$ cat src/rtl/joystick_spi_scheduler.sv
// joystick_spi_scheduler: round-robin SPI poller for two PmodJSTK joysticks on one shared bus.
// Each poll is a 5-byte mode-0 frame; decoded x/y/buttons are latched per player.
module joystick_spi_scheduler #(
    parameter int SCK_HALF  = 32,
    parameter int CS_SETUP  = 750,
    parameter int BYTE_GAP  = 500,
    parameter int FRAME_GAP = 50000,
    parameter int CW        = 16
) (
    input  logic       clk50M,
    input  logic       reset,
    input  logic       enable,
    input  logic [3:0] led,
    output logic [1:0] cs,
    output logic       sck,
    output logic       mosi,
    input  logic       miso,
    output logic [9:0] x0,
    output logic [9:0] y0,
    output logic [9:0] x1,
    output logic [9:0] y1,
    output logic [2:0] btn0,
    output logic [2:0] btn1,
    output logic [1:0] update,
    output logic       busy
);
    typedef enum logic [2:0] {IDLE, SETUP, SHIFT, GAP, HOLD, FGAP} state_t;
    state_t        state_q;
    logic [CW-1:0] cnt_q;
    logic          dev_q, sck_q, mosi_q, cnt_zero;
    logic [2:0]    bit_q, byte_q, btn0_q, btn1_q;
    logic [6:0]    tx_q;
    logic [7:0]    rx_q, tx0;
    logic [9:0]    px_q, py_q, x0_q, y0_q, x1_q, y1_q;
    logic [1:0]    cs_q, update_q, sel;
    assign tx0      = {6'b100000, dev_q ? led[3:2] : led[1:0]};
    assign sel      = dev_q ? 2'b01 : 2'b10;
    assign cnt_zero = cnt_q == '0;
    assign cs     = cs_q;
    assign sck    = sck_q;
    assign mosi   = mosi_q;
    assign x0     = x0_q;
    assign y0     = y0_q;
    assign x1     = x1_q;
    assign y1     = y1_q;
    assign btn0   = btn0_q;
    assign btn1   = btn1_q;
    assign update = update_q;
    assign busy   = cs_q != 2'b11;
    always_ff @(posedge clk50M) begin
        if (reset) begin
            state_q  <= IDLE;
            cnt_q    <= '0;
            dev_q    <= 1'b0;
            sck_q    <= 1'b0;
            mosi_q   <= 1'b0;
            bit_q    <= '0;
            byte_q   <= '0;
            tx_q     <= '0;
            rx_q     <= '0;
            px_q     <= '0;
            py_q     <= '0;
            x0_q     <= 10'd512;
            y0_q     <= 10'd512;
            x1_q     <= 10'd512;
            y1_q     <= 10'd512;
            btn0_q   <= '0;
            btn1_q   <= '0;
            cs_q     <= 2'b11;
            update_q <= '0;
        end else begin
            update_q <= '0;
            if (!cnt_zero) cnt_q <= cnt_q - CW'(1);
            case (state_q)
                IDLE: if (enable) begin
                    cs_q    <= sel;
                    cnt_q   <= CW'(CS_SETUP - 1);
                    state_q <= SETUP;
                end
                SETUP: if (cnt_zero) begin
                    tx_q    <= tx0[6:0];
                    mosi_q  <= tx0[7];
                    bit_q   <= '0;
                    byte_q  <= '0;
                    cnt_q   <= CW'(SCK_HALF - 1);
                    state_q <= SHIFT;
                end
                SHIFT: if (cnt_zero) begin
                    cnt_q <= CW'(SCK_HALF - 1);
                    sck_q <= ~sck_q;
                    if (!sck_q) rx_q <= {rx_q[6:0], miso};
                    else if (bit_q != 3'd7) begin
                        bit_q  <= bit_q + 3'd1;
                        tx_q   <= {tx_q[5:0], 1'b0};
                        mosi_q <= tx_q[6];
                    end else begin
                        mosi_q <= 1'b0;
                        // bytes 0-3 assemble the pending x/y; byte 4 (buttons) stays in rx_q
                        if (!byte_q[2] && byte_q[1]) py_q <= byte_q[0] ? {rx_q[1:0], py_q[7:0]} : {py_q[9:8], rx_q};
                        if (!byte_q[2] && !byte_q[1]) px_q <= byte_q[0] ? {rx_q[1:0], px_q[7:0]} : {px_q[9:8], rx_q};
                        if (byte_q == 3'd4) state_q <= HOLD;
                        else begin
                            cnt_q   <= CW'(BYTE_GAP - 1);
                            state_q <= GAP;
                        end
                    end
                end
                GAP: if (cnt_zero) begin
                    tx_q    <= '0;
                    mosi_q  <= 1'b0;
                    bit_q   <= '0;
                    byte_q  <= byte_q + 3'd1;
                    cnt_q   <= CW'(SCK_HALF - 1);
                    state_q <= SHIFT;
                end
                HOLD: if (cnt_zero) begin
                    cs_q <= 2'b11;
                    if (dev_q) {x1_q, y1_q, btn1_q} <= {px_q, py_q, rx_q[2:0]};
                    else {x0_q, y0_q, btn0_q} <= {px_q, py_q, rx_q[2:0]};
                    update_q <= ~sel;
                    dev_q    <= ~dev_q;
                    cnt_q    <= CW'(FRAME_GAP - 1);
                    state_q  <= FGAP;
                end
                FGAP: if (cnt_zero) begin
                    if (enable) begin
                        cs_q    <= sel;
                        cnt_q   <= CW'(CS_SETUP - 1);
                        state_q <= SETUP;
                    end else state_q <= IDLE;
                end
                default: state_q <= IDLE;
            endcase
        end
    end
endmodule

$ cat config.mk
export PLATFORM = sky130hd
export DESIGN_NAME = joystick_spi_scheduler
export DESIGN_NICKNAME = d
export VERILOG_FILES = /design/src/rtl/joystick_spi_scheduler.sv
export SDC_FILE = /design/constraint.sdc
export NUM_CORES = 1
export LEC_CHECK = 0
export CORE_MARGIN = 2
export CORE_UTILIZATION = 35
export DETAILED_ROUTE_END_ITERATION = 8
export PLACE_DENSITY_LB_ADDON = 0.05
export SKIP_LAST_GASP = 1
export SLEW_MARGIN = 25
export SYNTH_ARGS = -nofsm -noshare
export SYNTH_HDL_FRONTEND = slang
export SYNTH_SLANG_ARGS = --single-unit
$ cat constraint.sdc
create_clock -name clk50M -period 3.5 [get_ports clk50M]
set_input_delay 0.35 -clock clk50M [delete_from_list [all_inputs] [get_ports clk50M]]
set_output_delay 0.35 -clock clk50M [all_outputs]
set_load 0.02 [all_outputs]
* Word-level counts from Yosys, hierarchy flattened *
Index checks and enable logic that the tools add are counted.

word-level totals
  bits in registers = 113
  latch bits = 0
  bits in writable memories = 0
  bits in read-only memories = 0
  input bits = 8
  output and inout bits = 53
  logic and storage cells = 121
  memories kept = 0

operators by class
  add/subtract/negate cells = 3
  $mul = 0
  divide/modulo/power cells = 0
  magnitude comparators = 0
  equal/unequal tests = 18
  shifts and indexed selects = 0
  muxes and demuxes = 45
  bitwise logic cells = 7
  reductions and logical operators = 27

operator list
  kind                     number
  $mux W16                 6
  $pmux W16 S5             1
  $mux W3                  13
  $mux W7                  5
  $reduce_and A6 Y1        5
  $mux W9                  3
  $pmux W7 S3              1
  $ne A2 B2 Y1 const B     10
  $logic_not A16 Y1        1
  $sub A16 B1 Y16 const B  1
  $pmux W3 S5              1
  $reduce_and A3 Y1        5
  $pmux W3 S2              2
  $mux W2                  5
  $reduce_and A5 Y1        2
  $eq A3 B3 Y1 const B     3
  $reduce_and A7 Y1        1
  $add A3 B1 Y3 const B    2
  $eq A3 B2 Y1 const B     2
  $mux W1                  6
  $not A1 Y1               6
  $pmux W2 S3              1
  $reduce_bool A3 Y1       2
  $reduce_and A2 Y1        2
  11 further kinds         14

* Logic depth before layout (Yosys ltp) *
Gate-level depths: netlist (run 1).

  depth after elaboration = 6
  gate-level depth with buffers = 12
  depth with buffers taken out = 11

* Worst setup path after synthesis (run 1) *
Ideal clock, no wire load.

  kind = register to register
  start = reg cnt_q[0]
  end = reg cnt_q[0]
  library setup time = 125 ps
  arrival = 2,651 ps
  path slack = 725 ps
  stages on the path, launching flop included = 13
  path buffers = 1
  cells stage by stage = dfxtp_1 > inv_1 > ha_1 > or4b_4 > nor4_1 > and2_1 > buf_2 > inv_1 > ha_1 > or4_1 > a21oi_1 > or3_1 > o41ai_1

between the ends
  word-level cells in the longest chain between the ends = 5
  elaborated cells between the ends (all ways) = 9
  those cells by class = 1 x add/sub; 7 x mux; 1 x reduce/logical

ends and longest elaborated chain
  what                                                  line     text
  start, declared                                       29       logic [CW-1:0] cnt_q;
  start signal, assigned                                73       if (!cnt_zero) cnt_q <= cnt_q - CW'(1);
  start signal, assigned                                77       cnt_q <= CW'(CS_SETUP - 1);
  start signal, assigned                                85       cnt_q <= CW'(SCK_HALF - 1);
  $sub A16 B1 Y16 or $logic_not A16 Y1 (tied branches)  73, 38
  $mux W16                                              73
  $mux W16                                              75, 126
  $mux W16                                              125      FGAP: if (cnt_zero) begin
  $pmux W16 S5 (*)                                      74       case (state_q)

Mark *: on every way between the ends. The rest lies on a longest branch, timed or not.
A chain may end at the register's enable or synchronous reset.

* Worst setup path after layout (run 1) *
  start = reg cnt_q[1]
  end = reg cnt_q[0]

between the ends
  word-level cells in the longest chain between the ends = 5
  elaborated cells between the ends (all ways) = 8
  those cells by class = 7 x mux; 1 x reduce/logical

ends and longest elaborated chain
  what                   line     text
  $logic_not A16 Y1 (*)  38       assign cnt_zero = cnt_q == '0;
  $mux W16               73
  $mux W16               75, 126
  $mux W16               125
  $pmux W16 S5 (*)       74

Marks and branches as above.

==> reports/qor.yml, run 1 <==
clock_tree:
  root_buffer: "clkbuf_16"
  numCtsBuffers: 17
  cts_hold_buf: 0
  htree_levels: 4
  ctsResizeCount: 0
  cts.sinks: 113
  cts_tree: "done"
  cts_buffer_depth: 2
  post_cts_buffers: 0
  clkTransAtPathRegs_ns: 0.05
  insertion_delay_ns: 0.40
yosys:
  synth_top_area_share_pct: 46.0
  seq_area_frac_synth_pct: 46.0
  yosysTopAreaCell: "dfxtp_1"
  synthArstFlopShare_pct: 0
  avgSynthCellArea_sq_um: 8.26
  netlist_area_sq_mm: 0.00492
  synthCells: 596
  syn_nets: 611
  yosysUniqueCellTypes: 56
  ys.warnings.count: 0
  synth_area_leaders: "dfxtp_1 46%, nand2_1 9.4%, a21oi_1 7.4%"
  ys_ff_latch: 113
  synth_flop_cell: "dfxtp_1"
  synth-edff-count: 0
grt:
  grt_overflow: 0
  antenna_found_initial: 0
  grtUsageMet3_pct: 4.32
  grt_pass1_vias: 4048
  top_usage_layer: "met1"
  use_met1_pct: 27.3
  grt_use_met2_pct: 25.7
  grt_pass1_wl_um: 21400
  grt_max_degree: 83
  grt.total_usage_pct: 18.2
power_and_ir_drop:
  combPwrFrac_pct: 23.1
  p_leak_nw: 2.31
  p_seq_share_pct: 36.5
  power.share.clock_pct: 40.4
  p_int_w: 0.00271
  powerDensity_mw_per_mm2: 635
  switching_share_pct: 31.8
  p_sw_w: 0.00126
  ir_worst_vdd_uv: 292
sta:
  slew_violations: 0
  fin_ws_ns: 0.610
  worstMarginPinSlew_ns: 0.871
  tns_ns: 0
  fmax_ghz: 0.346
  whs_ns: 0.448
  setup-violations-final: 0
  period_share_pct: 82.6
  slew_headroom_pct: 41.9
  finClkSkew_ns: 0.00651
  layout_min_cycle_time_ns: 2.89
  rsz0062_at_grt: "false"
  hold_viol_final: 0
place:
  dp_hpwl_um: 8540
  pre_cts_ws_ns: 0.634
  gp_congestion: 0.866
  dp_cells: 812
  port_buffers: 60
worst_setup_path:
  arrival_ns: 3.14
  crit_type: "reg -> reg"
  end_kind: "flop"
  crit_path_start_kind: "flop"
  crit_required_ns: 3.75
  cp_max_fo: 4
final_layout:
  finalNetCount: 666
  final_common_cell: "nand2_1"
  flow.area_growth_from_synthesis_pct: 27.2
  final_util_pct: 45.3
  diodes: 0
  drive_gt1_share_pct: 9.35
  final_cells: 843
  final_cell_mix: "123 x nand2_1, 113 x dfxtp_1, 73 x a21oi_1, 59 x clkdlybuf4s50_1, 48 x nor2_1"
floorplan:
  die_h_um: 123
  initial_core_util_pct: 35.6
  core_sq_mm: 0.0138
  io-pin-count: 61
  rows: 43
  die-area_sq_mm: 0.0150
  die_w_um: 123
detailed_routing:
  final_antenna_net_count: 0
  drc: 0
  first_iter_violations: 343
  avgRoutedWirePerCell_um: 15.3
  via_count: 4299
  via_per_inst: 5.10
  finalWirelength_um: 12900
  dr.pass1.iters: 7
flow_run:
  drv_cap: 0
run_status:
  status: "complete, no violations"
min_path:
  hold_class: "reg -> reg"
-- state kept, by name (all words and copies together), names as in the netlist, 3 cells and up --
signal	flops
x1	10
y0	10
btn0	3
byte_q	3
py_q	10
tx_q	7
btn1	3
state_q	3
y1	10
bit_q	3
rx_q	8
px_q	10
cnt_q	16
x0	10
-- routing by layer --
layer / up-vias / part of all wire [%]
met5: - / 0
met1: 2004 / 52
met2: 107 / 41
li1: 2174 / -
met3: 14 / 5.3
met4: 0 / 1.3
-- worst max-delay path: stages, from the launching register on --
cell and delay [ns]:
dfxtp_1 0.33, inv_1 0.11, ha_1 0.19, or4b_4 0.50
nor4_1 0.31, and2_1 0.20, inv_1 0.06, ha_1 0.30
or4_1 0.41, a21oi_1 0.15, or3_1 0.11, o41ai_1 0.07
-- cell type report --
| cell class | instances | area (sq um) |
|---|---|---|
| inverter | 12 | 45.0 |
| clock inverter | 10 | 86.3 |
| sequential | 113 | 2260 |
| timing repair buffer | 75 | 711 |
| fill | 1375 | 7570 |
| tap | 180 | 225 |
| clock buffer | 21 | 470 |
| multi-input combinational | 432 | 2460 |
-- cell families after synthesis --
kind of cell,count (synthesis),share of synthesized area (%)
AOI/OAI and AO/OA,118,14.0
and+or+nand+nor,269,26.5
buffers and inverters,51,4.24
adders and majority gates,7,1.78
muxes,31,6.30
DFF,113,46.0
xor gates and xnor gates,7,1.25
-- cell usage after synthesis, types with 2 or more instances --
master    number
a211oi_1       2
a21boi_0       2
a21oi_1       73
a311oi_1       2
a31o_2         2
a31oi_1        8
and3_1         2
buf_2          8
clkbuf_1      29
dfxtp_1      113
ha_1           7
inv_1         12
mux2i_1       31
nand2_1      123
nand2b_1       6
nand3_1       24
nand3b_1       5
nand4_1        4
nand4_2        3
nor2_1        48
nor2b_1        7
nor3_1        11
nor4_1         7
nor4_2         4
o21a_1         3
o21ai_0       11
o31a_1         2
o31ai_1        2
or2_2          3
or3_1          8
or4_1          4
xnor2_1        6
-- final timing paths --
kind                          end                 start  cells past startpoint  slack, ns
max           cnt_q[0]$_SDFF_PP0_   cnt_q[1]$_SDFF_PP0_                     11       0.61
min          btn1[1]$_SDFFE_PP0P_  btn1[1]$_SDFFE_PP0P_                      2       0.45
max reg2reg   cnt_q[0]$_SDFF_PP0_   cnt_q[1]$_SDFF_PP0_                     11       0.61
min reg2reg  btn1[1]$_SDFFE_PP0P_  btn1[1]$_SDFFE_PP0P_                      2       0.45
-- stage by stage --
| stage | area (sq um) | power, W |
|---|---|---|
| 4_1_cts | 6260 | 0.00401 |
| 3_5_place_dp | 5700 | 0.00238 |
| 5_1_grt | 6260 | 0.00418 |
| 3_3_place_gp | 5700 | 0.00238 |
| 2_1_floorplan | 4920 | 0.00211 |
| 6_report | 6260 | 0.00397 |
-- power groups by stage --
stage / Sequential (W) / Combinational (W) / Clock (W)
2_1_floorplan: 0.00144 / 0.000671 / 0
6_report: 0.00145 / 0.000916 / 0.00161
5_1_grt: 0.00146 / 0.00100 / 0.00171
3_5_place_dp: 0.00147 / 0.000907 / 0
4_1_cts: 0.00145 / 0.000911 / 0.00165
3_3_place_gp: 0.00147 / 0.000913 / 0
No activity file was read; power rests on OpenSTA's default activity.
==> run 2: changes to the inputs <==
clock period = 2.4 ns   (was 3.5 ns; I/O delays follow)
==> run 2 against run 1 <==
  * Total power is 69% higher
  * Non-clock buffer count is 60 higher
  * Worst setup slack got worse by 0.79 ns
  * Clock power up 60%
  * Largest power group unchanged
  * Highest routed layer unchanged
  * First-iteration DRC count decreased by 29%
  * Via count rose by 6.3%
  * Global-route usage rose by 1.6 points
  * Hold slack worse by 0.11 ns
  * The run now ends with setup timing left
  * Critical path depth did not move
  * Register-to-register slack worse by 0.79 ns
  * Core utilization up 6.0 points
  * Fmax increased by 12%
==> reports/qor.yml, run 2 (synthesis gave the netlist of run 1 again) <==
detailed_routing:
  via_per_inst: 5.06  # -0.85%
  drc: 0  # unchanged
  avgRoutedWirePerCell_um: 15.7  # +2.9%
  final_antenna_net_count: 0  # unchanged
  via_count: 4571  # +6.3%
  finalWirelength_um: 14200  # +10%
  first_iter_violations: 244  # -29%
  dr.pass1.iters: 6  # -1
run_status:
  status: "finished with violations"
  violations: "setup timing"
sta:
  setup-violations-final: 39  # +39
  worstMarginPinSlew_ns: 0.633  # -0.238 ns
  slew_headroom_pct: 57.8  # +16 points
  whs_ns: 0.341  # -0.107 ns
  tns_ns: -3.52  # -3.52 ns
  fin_ws_ns: -0.176  # -0.787 ns
  slew_violations: 0  # unchanged
  fmax_ghz: 0.388  # +12%
  hold_viol_final: 0  # unchanged
  period_share_pct: 107  # +25 points
  rsz0062_at_grt: "true"
  layout_min_cycle_time_ns: 2.58  # -0.313 ns
  finClkSkew_ns: 0.00544  # -0.00107 ns
grt:
  grt_pass1_wl_um: 22800  # +6.6%
  grt_pass1_vias: 4363  # +7.8%
  grt_overflow: 0  # unchanged
  antenna_found_initial: 0  # unchanged
  grt.total_usage_pct: 19.8  # +1.6 points
  grt_max_degree: 60  # -28%
clock_tree:
  insertion_delay_ns: 0.41  # about the same
  root_buffer: "clkbuf_16"
  cts_buffer_depth: 2  # unchanged
  htree_levels: 4  # unchanged
  cts_hold_buf: 0  # unchanged
  clkTransAtPathRegs_ns: 0.05  # about the same
  numCtsBuffers: 17  # unchanged
  cts_tree: "done"
  cts.sinks: 113  # unchanged
floorplan:
  die_h_um: 123  # unchanged
  die_w_um: 123  # unchanged
  die-area_sq_mm: 0.0150  # unchanged
  rows: 43  # unchanged
  io-pin-count: 61  # unchanged
  initial_core_util_pct: 35.6  # unchanged
  core_sq_mm: 0.0138  # unchanged
worst_setup_path:
  crit_path_start_kind: "flop"
  arrival_ns: 2.85  # -0.29 ns
  crit_type: "reg -> reg"
  crit_required_ns: 2.67  # -1.08 ns
  end_kind: "flop"
  cp_max_fo: 2  # -2
power_and_ir_drop:
  powerDensity_mw_per_mm2: 947  # +49%
  finalPower_w: 0.00672  # +69%
  p_leak_nw: 2.72  # +18%
  ir_worst_vdd_uv: 447  # +53%
final_layout:
  drive_gt1_share_pct: 21.0  # +12 points
  diodes: 0  # unchanged
  final_common_cell: "nand2_1"
  finalNetCount: 726  # +9.0%
  largest_register_ffs: 16  # unchanged
  final_cell_mix: "123 x nand2_1, 111 x dfxtp_1, 61 x a21oi_1, 60 x buf_4, 59 x clkdlybuf4s50_1"
  final_cells: 904  # +7.2%
  flow.area_growth_from_synthesis_pct: 44.1
  top_register: "cnt_q"
  n_fill_cell: 1339  # -2.6%
place:
  pre_cts_ws_ns: -0.185  # -0.819 ns
  gp_congestion: 0.861  # -0.59%
  dp_hpwl_um: 9320  # +9.1%
  dp_cells: 853  # +5.0%
  port_buffers: 60  # unchanged
flow_run:
  drv_cap: 0  # unchanged
min_path:
  hold_class: "in -> reg"
[run 2: repair_timing]
item	in CTS	in global routing
resized for setup	5	30
pin swaps	8	25
setup buffers	10	5
setup endpoints to repair	34	84
cloned	3	1
[run 2: final cells by class]
class	instances	area, sq um	area share (%)
clock inverter	9	130	1.84
inverter	12	45.0	0.635
tap	180	225	3.18
sequential	113	2260	31.9
timing repair buffer	135	1350	19.0
clock buffer	23	478	6.74
multi-input combinational	432	2600	36.7
[run 2: routing by layer]
layer | vias to the layer above | global-route usage [%] | routed length [um]
met5 | - | 0 | 0
met4 | 0 | 6.54 | 121
met3 | 10 | 5.11 | 659
met2 | 110 | 28.2 | 5970
met1 | 2133 | 29.0 | 7490
li1 | 2318 | - | -
[run 2: path summary, 6_finish.rpt]
| check | startpoint | to | slack [ns] | depth (start not counted) |
|---|---|---|---|---|
| worst min-delay path | reset | py_q[8]$_SDFFE_PP0P_ | 0.34 | 2 |
| worst max-delay path | cnt_q[1]$_SDFF_PP0_ | cnt_q[0]$_SDFF_PP0_ | -0.18 | 11 |
| worst min register to register | x1[5]$_SDFFE_PP0P_ | x1[5]$_SDFFE_PP0P_ | 0.45 | 2 |
| worst max register to register | cnt_q[1]$_SDFF_PP0_ | cnt_q[0]$_SDFF_PP0_ | -0.18 | 11 |
[run 2: worst max-delay path: stages, from the launching register on]
cell and delay, ns:
dfxtp_2 0.32, inv_2 0.08, ha_4 0.13, or4b_4 0.48
nor4_4 0.26, and2_4 0.20, inv_2 0.04, ha_4 0.21
or4_4 0.42, a21oi_2 0.14, or3_1 0.10, o41ai_1 0.06
[run 2: stage by stage]
stage / utilization (%) / cell area (sq um)
after floorplan: - / 4960
after global placement: 44.3 / 6130
after detailed placement: 44.3 / 6130
after CTS: 49.9 / 6900
after global routing: 51.3 / 7090
final: 51.3 / 7090
[run 2: power by group]
part	leakage (nW)	switching, W	internal, W
clock network	0.297	0.000869	0.00171
logic	1.51	0.00110	0.000973
registers	0.914	0.0000843	0.00198
total	2.72	0.00205	0.00466
